## config.mk

```make
export PLATFORM = sky130hd
export DESIGN_NAME = pc_sequencer
export DESIGN_NICKNAME = d
export VERILOG_FILES = /design/src/rtl/pc_sequencer.sv
export SDC_FILE = /design/constraint.sdc
export NUM_CORES = 1
export LEC_CHECK = 0
export ABC_CLOCK_PERIOD_IN_PS = 3700
export BUFFER_PORTS_ARGS = -buffer_cell sky130_fd_sc_hd__clkbuf_2
export CORE_MARGIN = 2
export CORE_UTILIZATION = 45
export CTS_CLUSTER_DIAMETER = 30
export DETAILED_ROUTE_END_ITERATION = 16
export GPL_ROUTABILITY_DRIVEN = 0
export GPL_TIMING_DRIVEN = 1
export PLACE_DENSITY = 0.72
export SLEW_MARGIN = 20
export SYNTH_ARGS = -nofsm -noshare
export SYNTH_HDL_FRONTEND = slang
export SYNTH_SLANG_ARGS = --single-unit
```

## constraint.sdc

```tcl
create_clock -name clock -period 3.7 [get_ports clock]
set_input_delay 0.37 -clock clock [delete_from_list [all_inputs] [get_ports clock]]
set_output_delay 0.37 -clock clock [all_outputs]
set_load 0.01 [all_outputs]
```

## src/rtl/pc_sequencer.sv

```systemverilog
// Program-counter sequencer: sequential/branch/jump flow, a return-address stack for
// call/return, pipeline stall, and a RUN/HALT state machine with resume.
module pc_sequencer #(
  parameter int unsigned       WIDTH        = 32,
  parameter logic [WIDTH-1:0]  INCR         = WIDTH'(1),
  parameter logic [WIDTH-1:0]  RESET_VECTOR = '0,
  parameter bit                HALT_EN      = 1'b1,
  parameter logic [WIDTH-1:0]  HALT_ADDR    = '1,
  parameter int unsigned       DEPTH        = 4,
  parameter int unsigned       SP_W         = $clog2(DEPTH + 1)
) (
  input  logic             clock,
  input  logic             reset,
  input  logic             stall,
  input  logic             branch,
  input  logic             jump,
  input  logic             call,
  input  logic             ret,
  input  logic             resume,
  input  logic [WIDTH-1:0] target,
  output logic [WIDTH-1:0] pc,
  output logic             halted,
  output logic [SP_W-1:0]  stack_depth,
  output logic             stack_overflow,
  output logic             stack_underflow
);

  localparam int unsigned IdxW = (DEPTH > 1) ? $clog2(DEPTH) : 1;
  localparam logic [SP_W-1:0] DepthMax = SP_W'(DEPTH);

  typedef enum logic {StRun, StHalt} state_e;

  state_e           state_q, state_d;
  logic [WIDTH-1:0] pc_q, pc_d;
  logic [SP_W-1:0]  depth_q, depth_d;
  logic             ovf_q, ovf_d;
  logic             unf_q, unf_d;

  logic [WIDTH-1:0] stack_q [DEPTH];
  logic             push_en;
  logic [IdxW-1:0]  wr_idx;
  logic [IdxW-1:0]  rd_idx;
  logic [WIDTH-1:0] pc_inc;

  assign pc_inc = pc_q + INCR;
  // Top-of-stack lives at depth-1; the next free slot at depth.
  assign wr_idx = IdxW'(depth_q);
  assign rd_idx = IdxW'(depth_q - SP_W'(1));

  always_comb begin
    state_d = state_q;
    pc_d    = pc_q;
    depth_d = depth_q;
    ovf_d   = ovf_q;
    unf_d   = unf_q;
    push_en = 1'b0;
    if (!stall) begin
      unique case (state_q)
        StRun: begin
          if (HALT_EN && (pc_q == HALT_ADDR)) begin
            state_d = StHalt;
          end else if (ret) begin
            if (depth_q != '0) begin
              pc_d    = stack_q[rd_idx];
              depth_d = depth_q - SP_W'(1);
            end else begin
              unf_d = 1'b1;
              pc_d  = pc_inc;
            end
          end else if (call) begin
            if (depth_q < DepthMax) begin
              push_en = 1'b1;
              depth_d = depth_q + SP_W'(1);
            end else begin
              ovf_d = 1'b1;
            end
            pc_d = target;
          end else if (jump || branch) begin
            pc_d = target;
          end else begin
            pc_d = pc_inc;
          end
        end
        StHalt: begin
          // Stepping past the halt address keeps halt from re-triggering at once.
          if (resume) begin
            state_d = StRun;
            pc_d    = pc_inc;
          end
        end
        default: state_d = StRun;
      endcase
    end
  end

  always_ff @(posedge clock or negedge reset) begin
    if (!reset) begin
      state_q <= StRun;
      pc_q    <= RESET_VECTOR;
      depth_q <= '0;
      ovf_q   <= 1'b0;
      unf_q   <= 1'b0;
    end else begin
      state_q <= state_d;
      pc_q    <= pc_d;
      depth_q <= depth_d;
      ovf_q   <= ovf_d;
      unf_q   <= unf_d;
    end
  end

  // Stack contents carry no reset; depth alone defines which entries are valid.
  always_ff @(posedge clock) begin
    if (push_en) begin
      stack_q[wr_idx] <= pc_inc;
    end
  end

  assign pc              = pc_q;
  assign halted          = (state_q == StHalt);
  assign stack_depth     = depth_q;
  assign stack_overflow  = ovf_q;
  assign stack_underflow = unf_q;

endmodule
```

* After elaboration in Yosys (flattened, before gate mapping) *
Memory sizes are Yosys's and may differ from the RTL's.
Index checks and enable logic that the tools add are counted.
W data, S select, Z words.

word-level totals
  flip-flop bits (word level) = 38
  memory bits (writable) = 128
  input bits = 40
  output and inout port bits = 38
  logic and storage cells = 50
  memories kept = 1

memories
  memory   words  bits a word  read ports  clocked after Yosys merged registers in  wr ports  RTL line  source
  stack_q  4      32           1           0                                        1         39        logic [WIDTH-1:0] stack_q [DEPTH];

operators by class
  $add $sub $neg = 3
  order comparisons = 1
  equality and inequality tests = 4
  multiplexer cells = 22
  bitwise operators = 6
  reductions and logical operators = 8

operators by type and width
  kind                     number
  $mux W32                 6
  $pmux W32 S2             1
  $add A32 B1 Y32 const B  1
  $eq A32 B32 Y1 const B   1
  $mux W3                  4
  $reduce_and A6 Y1        2
  $mux W1                  10
  $not A1 Y1               6
  $reduce_and A5 Y1        1
  $ne A2 B2 Y1 const B     2
  $reduce_bool A2 Y1       2
  $add A3 B1 Y3 const B    1
  $lt A3 B3 Y1 const B     1
  $reduce_and A3 Y1        1
  $reduce_bool A3 Y1       1
  $sub A3 B1 Y3 const B    1
  $ne A2 B1 Y1 const B     1
  $pmux W1 S2              1
  $logic_or A1 B1 Y1       1

* Logic depth before layout (Yosys ltp) *
Gate-level depths: netlist of run 1.

  depth in word-level cells = 9
  gate-level depth with buffers = 12
  depth with buffers taken out = 7

* Worst setup path after synthesis of run 1 *
No wires, ideal clock.

  path kind = register -> register
  from = reg depth_q[0] (netlist: stack_depth[0])
  to = reg pc_q[0] (netlist: pc[0])
  setup time = 0.128 ns
  arrival = 3.137 ns
  data required time = 3.572 ns
  path slack = 0.436 ns
  stages on the path, launching flop included = 11
  path buffers = 4
  clock period less this slack = 3.264 ns
  cell sequence = dfrtp_1 -> clkbuf_1 -> buf_1 -> inv_1 -> ha_1 -> clkbuf_1 -> clkbuf_1 -> mux4_2 -> a22oi_1 -> o22ai_1 -> mux2_1

on the way
  cells in the longest elaborated chain, start to end = 6
  elaborated cells between the ends (all ways) = 7
  those cells by class = add/sub (1); mux (4); reduce/logical (1); memory (1)

RTL lines
  element                   RTL line  source
  start: declaration        35        logic [SP_W-1:0] depth_q, depth_d;
  start signal: assignment  106       depth_q <= depth_d;
  $sub A3 B1 Y3             n/a
  $mem_v2 Z4 W32            n/a
  $mux W32 (*)              63        if (depth_q != '0) begin
  $mux W32 (*)              62        end else if (ret) begin
  $mux W32 (*)              60        if (HALT_EN && (pc_q == HALT_ADDR)) begin
  $pmux W32 S2 (*)          58        unique case (state_q)
  end signal: assignment    105       pc_q <= pc_d;
  end: declaration          34        logic [WIDTH-1:0] pc_q, pc_d;

Every way passes the cells marked *; elsewhere a longest branch is shown, timed or not. The select of a mux whose other input is x is not followed.
A chain may end at the register's enable or synchronous reset.

* Final worst setup path of run 1 *
  from = reg pc_q[0] (netlist: pc[0])
  to = reg pc_q[26] (netlist: pc[26])

on the way
  cells in the longest elaborated chain, start to end = 6
  elaborated cells between the ends (all ways) = 11
  those cells by class = add/sub (1); eq/ne (2); mux (7); reduce/logical (1)

RTL lines
  element          RTL line  source
  $add A32 B1 Y32  45        assign pc_inc = pc_q + INCR;
  $mux W32         78        end else if (jump || branch) begin
  $mux W32         70        end else if (call) begin
  $mux W32         62
  $mux W32         60
  $pmux W32 S2     58

Several ways; a longest one is shown, not always the timed one. The select of a mux whose other input is x is not followed.

==> results of run 1 <==
[routing by layer]
metal / vias up / global-route usage
li1: 2409 / -
met1: 2726 / 0.3077
met2: 267 / 0.3578
met3: 40 / 0.05556
met4: 0 / 0.08507
met5: - / 0
[area by class of cell]
class / count / area (um2) / share of cell area
Multi-Input combinational cell: 333 / 2872 / 0.3152
Timing Repair Buffer: 93 / 518.0 / 0.05686
Clock inverter: 12 / 135.1 / 0.01483
Sequential cell: 166 / 4796 / 0.5264
Tap cell: 225 / 281.5 / 0.03090
Inverter: 19 / 71.32 / 0.007829
Clock buffer: 20 / 436.7 / 0.04793
[stage by stage]
stage	total power, uW	setup slack (ns)
finish	7049	0.7610
global route	7415	0.6082
CTS	7068	0.8640
detailed placement	5333	0.8890
global placement	5252	1.037
floorplan	4526	0.4358
[logic make-up after synthesis]
family                   synth area share
multiplexers                      0.09787
buffers and inverters             0.03441
adder cells (fa/ha/maj)          0.009471
XOR/XNOR                          0.03205
flip-flops                         0.6049
AO/OA/AOI/OAI                      0.1347
AND/OR/NAND/NOR                   0.08666
[state kept, by name, indices dropped and copies added (netlist names)]
register / count
pc: 32
stack_underflow: 1
stack_overflow: 1
stack_depth: 3
halted: 1
stack_q: 128
[power by group through the flow]
stage          Clock (uW)  Combinational, uW  Sequential [uW]
2_1_floorplan           0               1680             2840
3_3_place_gp            0               2290             2960
3_5_place_dp            0               2350             2980
4_1_cts              1750               2370             2950
5_1_grt              1840               2570             3000
6_report             1730               2360             2960
[layout by cell type (no fill, tap or decap), drive strengths merged, types with 6 or more instances in the layout]
| cell type | synthesis | layout |
|---|---|---|
| nand2 | 17 | 17 |
| a211o | 12 | 12 |
| clkinv | 0 | 6 |
| o31ai | 10 | 10 |
| xnor2 | 26 | 26 |
| a211oi | 14 | 14 |
| a21o | 8 | 8 |
| nand4 | 11 | 11 |
| nand3 | 45 | 45 |
| a22oi | 18 | 18 |
| ha | 6 | 6 |
| mux4 | 32 | 32 |
| edfxtp | 128 | 128 |
| o2bb2ai | 8 | 8 |
| nor3 | 8 | 8 |
| a22o | 14 | 14 |
| nor4 | 6 | 6 |
| o32ai | 7 | 7 |
| clkbuf | 29 | 96 |
| buf | 17 | 17 |
| and2 | 6 | 6 |
| inv | 19 | 19 |
| o22ai | 10 | 10 |
| a21oi | 11 | 11 |
| nor2 | 6 | 6 |
| dfrtp | 38 | 38 |
[how the worst min path moves through the flow]
stage / to / slack, ns / cells past startpoint
final: stack_depth[0]$_DFFE_PN0P_ / 0.07 / 1
after detailed placement: stack_overflow$_DFFE_PN0P_ / 0.46 / 1
after global routing: stack_depth[0]$_DFFE_PN0P_ / 0.12 / 1
after floorplan: halted$_DFFE_PN0N_ / 0.07 / 0
after CTS: stack_depth[0]$_DFFE_PN0P_ / 0.12 / 1
after global placement: stack_overflow$_DFFE_PN0P_ / 0.45 / 1
==> impl_metrics.csv, run 1 <==
group,metric,value,unit
finish,fin_area,9110,um2
worst_setup_path,critical-path-top-delay-family,"simple AND/OR/NAND/NOR gates",
clock_network,cts.sinks,166,
synth,synth-edff-count,128,
synth,async_flop_share,0.2289,
worst_setup_path,worstSetupEndpointType,"flip-flop",
synth,synthFlopType,"edfxtp_1",
clock_network,cts_tree,"built",
die,io_pins,78,
clock_network,post_cts_resized,0,
timing,final.min_clock_period,2.939,ns
drt,drc,0,
timing,rsz0062_at_grt,"false",
drt,via_per_inst,6.270,
timing,tightest_slew,1.126,ns
timing,setup_viol,0,
clock_network,cts_setup_buffers,0,
worst_setup_path,critPathMaxStageDelay,0.56,ns
die,die-area,18690,um2
worst_setup_path,reg2reg_from,"pc[0]$_DFFE_PN0P_",
grt,grt_overflow_total,0,
drt,drtIter0Drc,518,
synth,yosysMostFrequentCell,"edfxtp_1",
pwr,combPwrFrac,0.335,
pwr,p_sw,2448,uW
timing,finalHoldViolations,0,
worst_setup_path,r2r_slack,0.76,ns
die,rows,48,
placed_design,place_area,8533,um2
worst_setup_path,endpoint,"pc[26]$_DFFE_PN0P_",
synth,synth-seq-cells,166,
worst_hold_path,hp-class,"in2async",
clock_network,clk_latency,0.43,ns
finish,final_util,0.5285,
synth,post-synth-top-area-cell,"edfxtp_1",
finish,finalNetCount,676,
worst_setup_path,cp.required,3.99,ns
finish,final_cells,868,
synth,synth_area_leaders,"edfxtp_1 48%, dfrtp_1 12%, mux4_2 9.1%",
placed_design,dp.cells,836,
pwr,peakVddDrop,404.5,uV
synth,synth_cells,564,
pwr,power.internal,4601,uW
drt,antenna_left,0,
drt,drt-wirelength-per-cell,23.17,um
synth,yosysSeqAreaShare,0.6049,
clock_network,cts_root_buffer,"clkbuf_16",
synth,synth_area,7926,um2
die,initial_utilization,0.4599,
synth,synth_cell_type_count,54,
synth,ys_warn_count,0,
finish,fillers,1414,
timing,max_freq,340.3,MHz
pwr,leakagePower,0.003219,uW
worst_setup_path,cp_data_arrival_time,3.23,ns
worst_setup_path,cp_max_fo,27,
placed_design,dp_hpwl,13.30,mm
clock_network,cts-buffers-inserted,17,
synth,syn_nets,610,
drt,met3_length,1.417,mm
worst_setup_path,r2r_end,"pc[26]$_DFFE_PN0P_",
worst_setup_path,rr_worst_depth,7,
run,cap_viol_max_count,0,
finish,antennaDiodeCount,0,
drt,first_pass_iters,5,
clock_network,clk_pin_slew,0.06,ns
grt,grt_pass1_wl,31.37,mm
finish,layout-drive-gt1-share,0.2442,
worst_setup_path,cp_cell_sequence,"ha_1 > nand3_1 > or4_1 > o41ai_4 > buf_4 > or2_1 > o22ai_1",
worst_setup_path,path_class,"reg2reg",
drt,highest_layer,"met4",
grt,antenna_found_initial,0,
worst_setup_path,cp-startpoint,"pc[0]$_DFFE_PN0P_",
timing,fin_setup_tns,0,ns
clock_network,htreeDepth,4,
grt,grtUsageTotal,0.2274,
worst_setup_path,crit_slowest_cell,"or4_1",
clock_network,holdBufCountCts,0,
grt,grt_pass1_vias,5631,
drt,met1_length,8.620,mm
worst_setup_path,crit_buf_inv,1,
drt,wl_met2,9.568,mm
synth,netlist.area_leader.share,0.4849,
timing,holdWs,0.06553,ns
placed_design,portBuffers,77,
worst_setup_path,cp.depth,7,
synth,synth.avg_cell_area,14.05,um2
die,die_height,136.7,um
status,status,"completed",
clock_network,cts_buffer_depth,2,
drt,vias,5442,
pwr,swShare,0.3473,
timing,clock_skew,0.009480,ns
timing,slew_headroom,0.2491,
die,die_w,136.7,um
finish,area_delta_synth_final,14.93,%
timing,post-route-period-util,0.7943,
pwr,power_frac_seq,0.419,
timing,maxSlewViolCount,0,
worst_setup_path,start_kind,"flip-flop",
drt,wirelength,20.11,mm
grt,grt_start_max_net_pins,39,
synth,synthTopCellsByCount,"128 x edfxtp_1, 45 x nand3_1, 38 x dfrtp_1, 32 x mux4_2, 29 x clkbuf_1",
pwr,p_per_area,773.8,nW/um2
pwr,p_clk_frac,0.246,
die,core-area,17240,um2
Note: power is estimated with default switching activity, not from simulation.
==> run 2, diff against run 1 <==
--- a/config.mk
+++ b/config.mk
@@ -5,7 +5,7 @@
 export SDC_FILE = /design/constraint.sdc
 export NUM_CORES = 1
 export LEC_CHECK = 0
-export ABC_CLOCK_PERIOD_IN_PS = 3700
+export ABC_CLOCK_PERIOD_IN_PS = 2500
 export BUFFER_PORTS_ARGS = -buffer_cell sky130_fd_sc_hd__clkbuf_2
 export CORE_MARGIN = 2
 export CORE_UTILIZATION = 45
@@ -13,7 +13,7 @@
 export DETAILED_ROUTE_END_ITERATION = 16
 export GPL_ROUTABILITY_DRIVEN = 0
 export GPL_TIMING_DRIVEN = 1
-export PLACE_DENSITY = 0.72
+export PLACE_DENSITY = 0.75
 export SLEW_MARGIN = 20
 export SYNTH_ARGS = -nofsm -noshare
 export SYNTH_HDL_FRONTEND = slang
==> constraint.sdc (replaced) <==
create_clock -name clock -period 2.5 [get_ports clock]
set_input_delay 0.25 -clock clock [delete_from_list [all_inputs] [get_ports clock]]
set_output_delay 0.25 -clock clock [all_outputs]
set_load 0.01 [all_outputs]
==> impl_metrics.csv, run 2 (same netlist as run 1, synthesis figures left out) <==
group,metric,value,unit
clock_network,clk_latency,0.44,ns
worst_setup_path,start_kind,"flip-flop",
timing,final.min_clock_period,2.349,ns
timing,max_freq,425.7,MHz
grt,grtUsageTotal,0.2385,
grt,antenna_found_initial,0,
worst_setup_path,critPathMaxStageDelay,0.59,ns
finish,regMostFlops,"stack_q",
clock_network,cts-buffers-inserted,17,
drt,via_per_inst,6.209,
clock_network,cts_tree,"built",
drt,drtIter0Drc,533,
drt,first_pass_iters,5,
run,cap_viol_max_count,0,
die,core-area,17240,um2
timing,clock_skew,0.006908,ns
drt,wirelength,21.18,mm
drt,drc,0,
worst_hold_path,hp-class,"in2reg",
finish,largest_reg_flops,128,
status,status,"completed",
worst_setup_path,cp_data_arrival_time,2.64,ns
die,die_w,136.7,um
finish,layout-drive-gt1-share,0.3199,
worst_setup_path,cp.required,2.79,ns
drt,vias,5725,
worst_setup_path,crit_slowest_cell,"or4_1",
worst_setup_path,crit_buf_inv,1,
placed_design,dp_hpwl,14.67,mm
finish,final_common_cell,"edfxtp_1",
timing,slew_headroom,0.5277,
worst_setup_path,path_class,"reg2reg",
worst_setup_path,worstSetupEndpointType,"flip-flop",
die,initial_utilization,0.4599,
timing,finalHoldViolations,0,
grt,grt_overflow_total,0,
timing,setup_viol,0,
timing,tightest_slew,0.7067,ns
die,die_height,136.7,um
placed_design,portBuffers,77,
clock_network,htreeDepth,4,
grt,grt_pass1_vias,5786,
worst_setup_path,cp_max_fo,27,
drt,antenna_left,0,
timing,fin_setup_tns,0,ns
pwr,p_per_area,1167,nW/um2
timing,rsz0062_at_grt,"false",
finish,fin_area,9676,um2
pwr,peakVddDrop,686.3,uV
worst_setup_path,cp_cell_sequence,"nand3_1 > or4_1 > o41ai_4 > buf_6 > or2_4 > o22ai_1",
die,rows,48,
clock_network,clk_pin_slew,0.06,ns
timing,post-route-period-util,0.9396,
pwr,leakagePower,0.003546,uW
finish,layout_common_cells,"128 x edfxtp_1, 77 x clkbuf_2, 63 x buf_4",
die,io_pins,78,
drt,drt-wirelength-per-cell,22.97,um
worst_setup_path,critical-path-top-delay-family,"simple AND/OR/NAND/NOR gates",
placed_design,place_area,8992,um2
clock_network,cts_root_buffer,"clkbuf_16",
timing,maxSlewViolCount,0,
clock_network,cts_buffer_depth,2,
clock_network,cts.sinks,166,
finish,antennaDiodeCount,0,
die,die-area,18690,um2
finish,finalNetCount,730,
finish,area_delta_synth_final,22.07,%
grt,grt_pass1_wl,32.71,mm
grt,grt_start_max_net_pins,33,
[run 2: layout make-up]
type | count | area [um2]
repair buffers | 147 | 979.7
well taps | 225 | 281.5
clock inverters | 10 | 175.2
fillers | 1362 | 7561
flip-flops and latches | 166 | 4796
inverters | 19 | 71.32
multi-input cells | 333 | 2898
clock buffers | 22 | 474.2
[run 2: worst reg2reg max path, delay by kind of cell, from the launching register on]
kind                   cells  cell delay (ns)
AOI/OAI and AO/OA          2             0.59
buffers and inverters      1             0.31
DFF                        1             0.37
and+or+nand+nor            3             0.94
[run 2: power by group]
group / total (uW) / switching, uW / internal [uW] / leakage (uW)
clock network: 2880 / 1030 / 1840 / 0.000315
registers: 3960 / 266 / 3690 / 0.00161
logic: 4460 / 2480 / 1980 / 0.00162
[run 2: per-layer routing]
layer  global-route usage  routed length, um  part of all wire  up-vias
met3              0.05704               1640             0.077       40
met1               0.3187               8876              0.42     2868
met5                    0                  0                 0        -
met4              0.07002                390             0.018        0
li1                     -                  -                 -     2525
met2               0.3897              10270              0.48      292
[run 2: worst paths after layout]
kind,start,end,slack (ns),depth (start not counted)
worst max-delay path,pc[18]$_DFFE_PN0P_,pc[21]$_DFFE_PN0P_,0.15,6
max in group asynchronous,reset,pc[11]$_DFFE_PN0P_,1.45,3
worst min-delay path,call,stack_overflow$_DFFE_PN0P_,0.14,2
min in group asynchronous,reset,stack_underflow$_DFFE_PN0P_,0.38,2
worst max register to register,pc[18]$_DFFE_PN0P_,pc[21]$_DFFE_PN0P_,0.15,6
worst min register to register,stack_overflow$_DFFE_PN0P_,stack_overflow$_DFFE_PN0P_,0.48,1
[run 2: repair_timing]
item | in CTS | in global routing
resized for setup | 0 | 4
hold endpoints to repair | 23 | 0
setup endpoints to repair | 0 | 18
setup buffers | 0 | 0
hold buffers | 1 | 0
[run 2: per-stage QoR]
| step | hold slack, ns | setup slack (ns) | utilization | instances | power, uW |
|---|---|---|---|---|---|
| CTS | 0.1200 | 0.02875 | 0.5600 | 922 | 11300 |
| global placement | 0.2983 | 0.1278 | 0.5217 | 889 | 8276 |
| global route | 0.1272 | 0.06983 | 0.5613 | 922 | 11830 |
| detailed placement | 0.3000 | 0.07318 | 0.5217 | 889 | 8425 |
| floorplan | -0.04559 | 0.009843 | - | 564 | 6773 |
| finish | 0.1413 | 0.1509 | 0.5613 | 922 | 11290 |
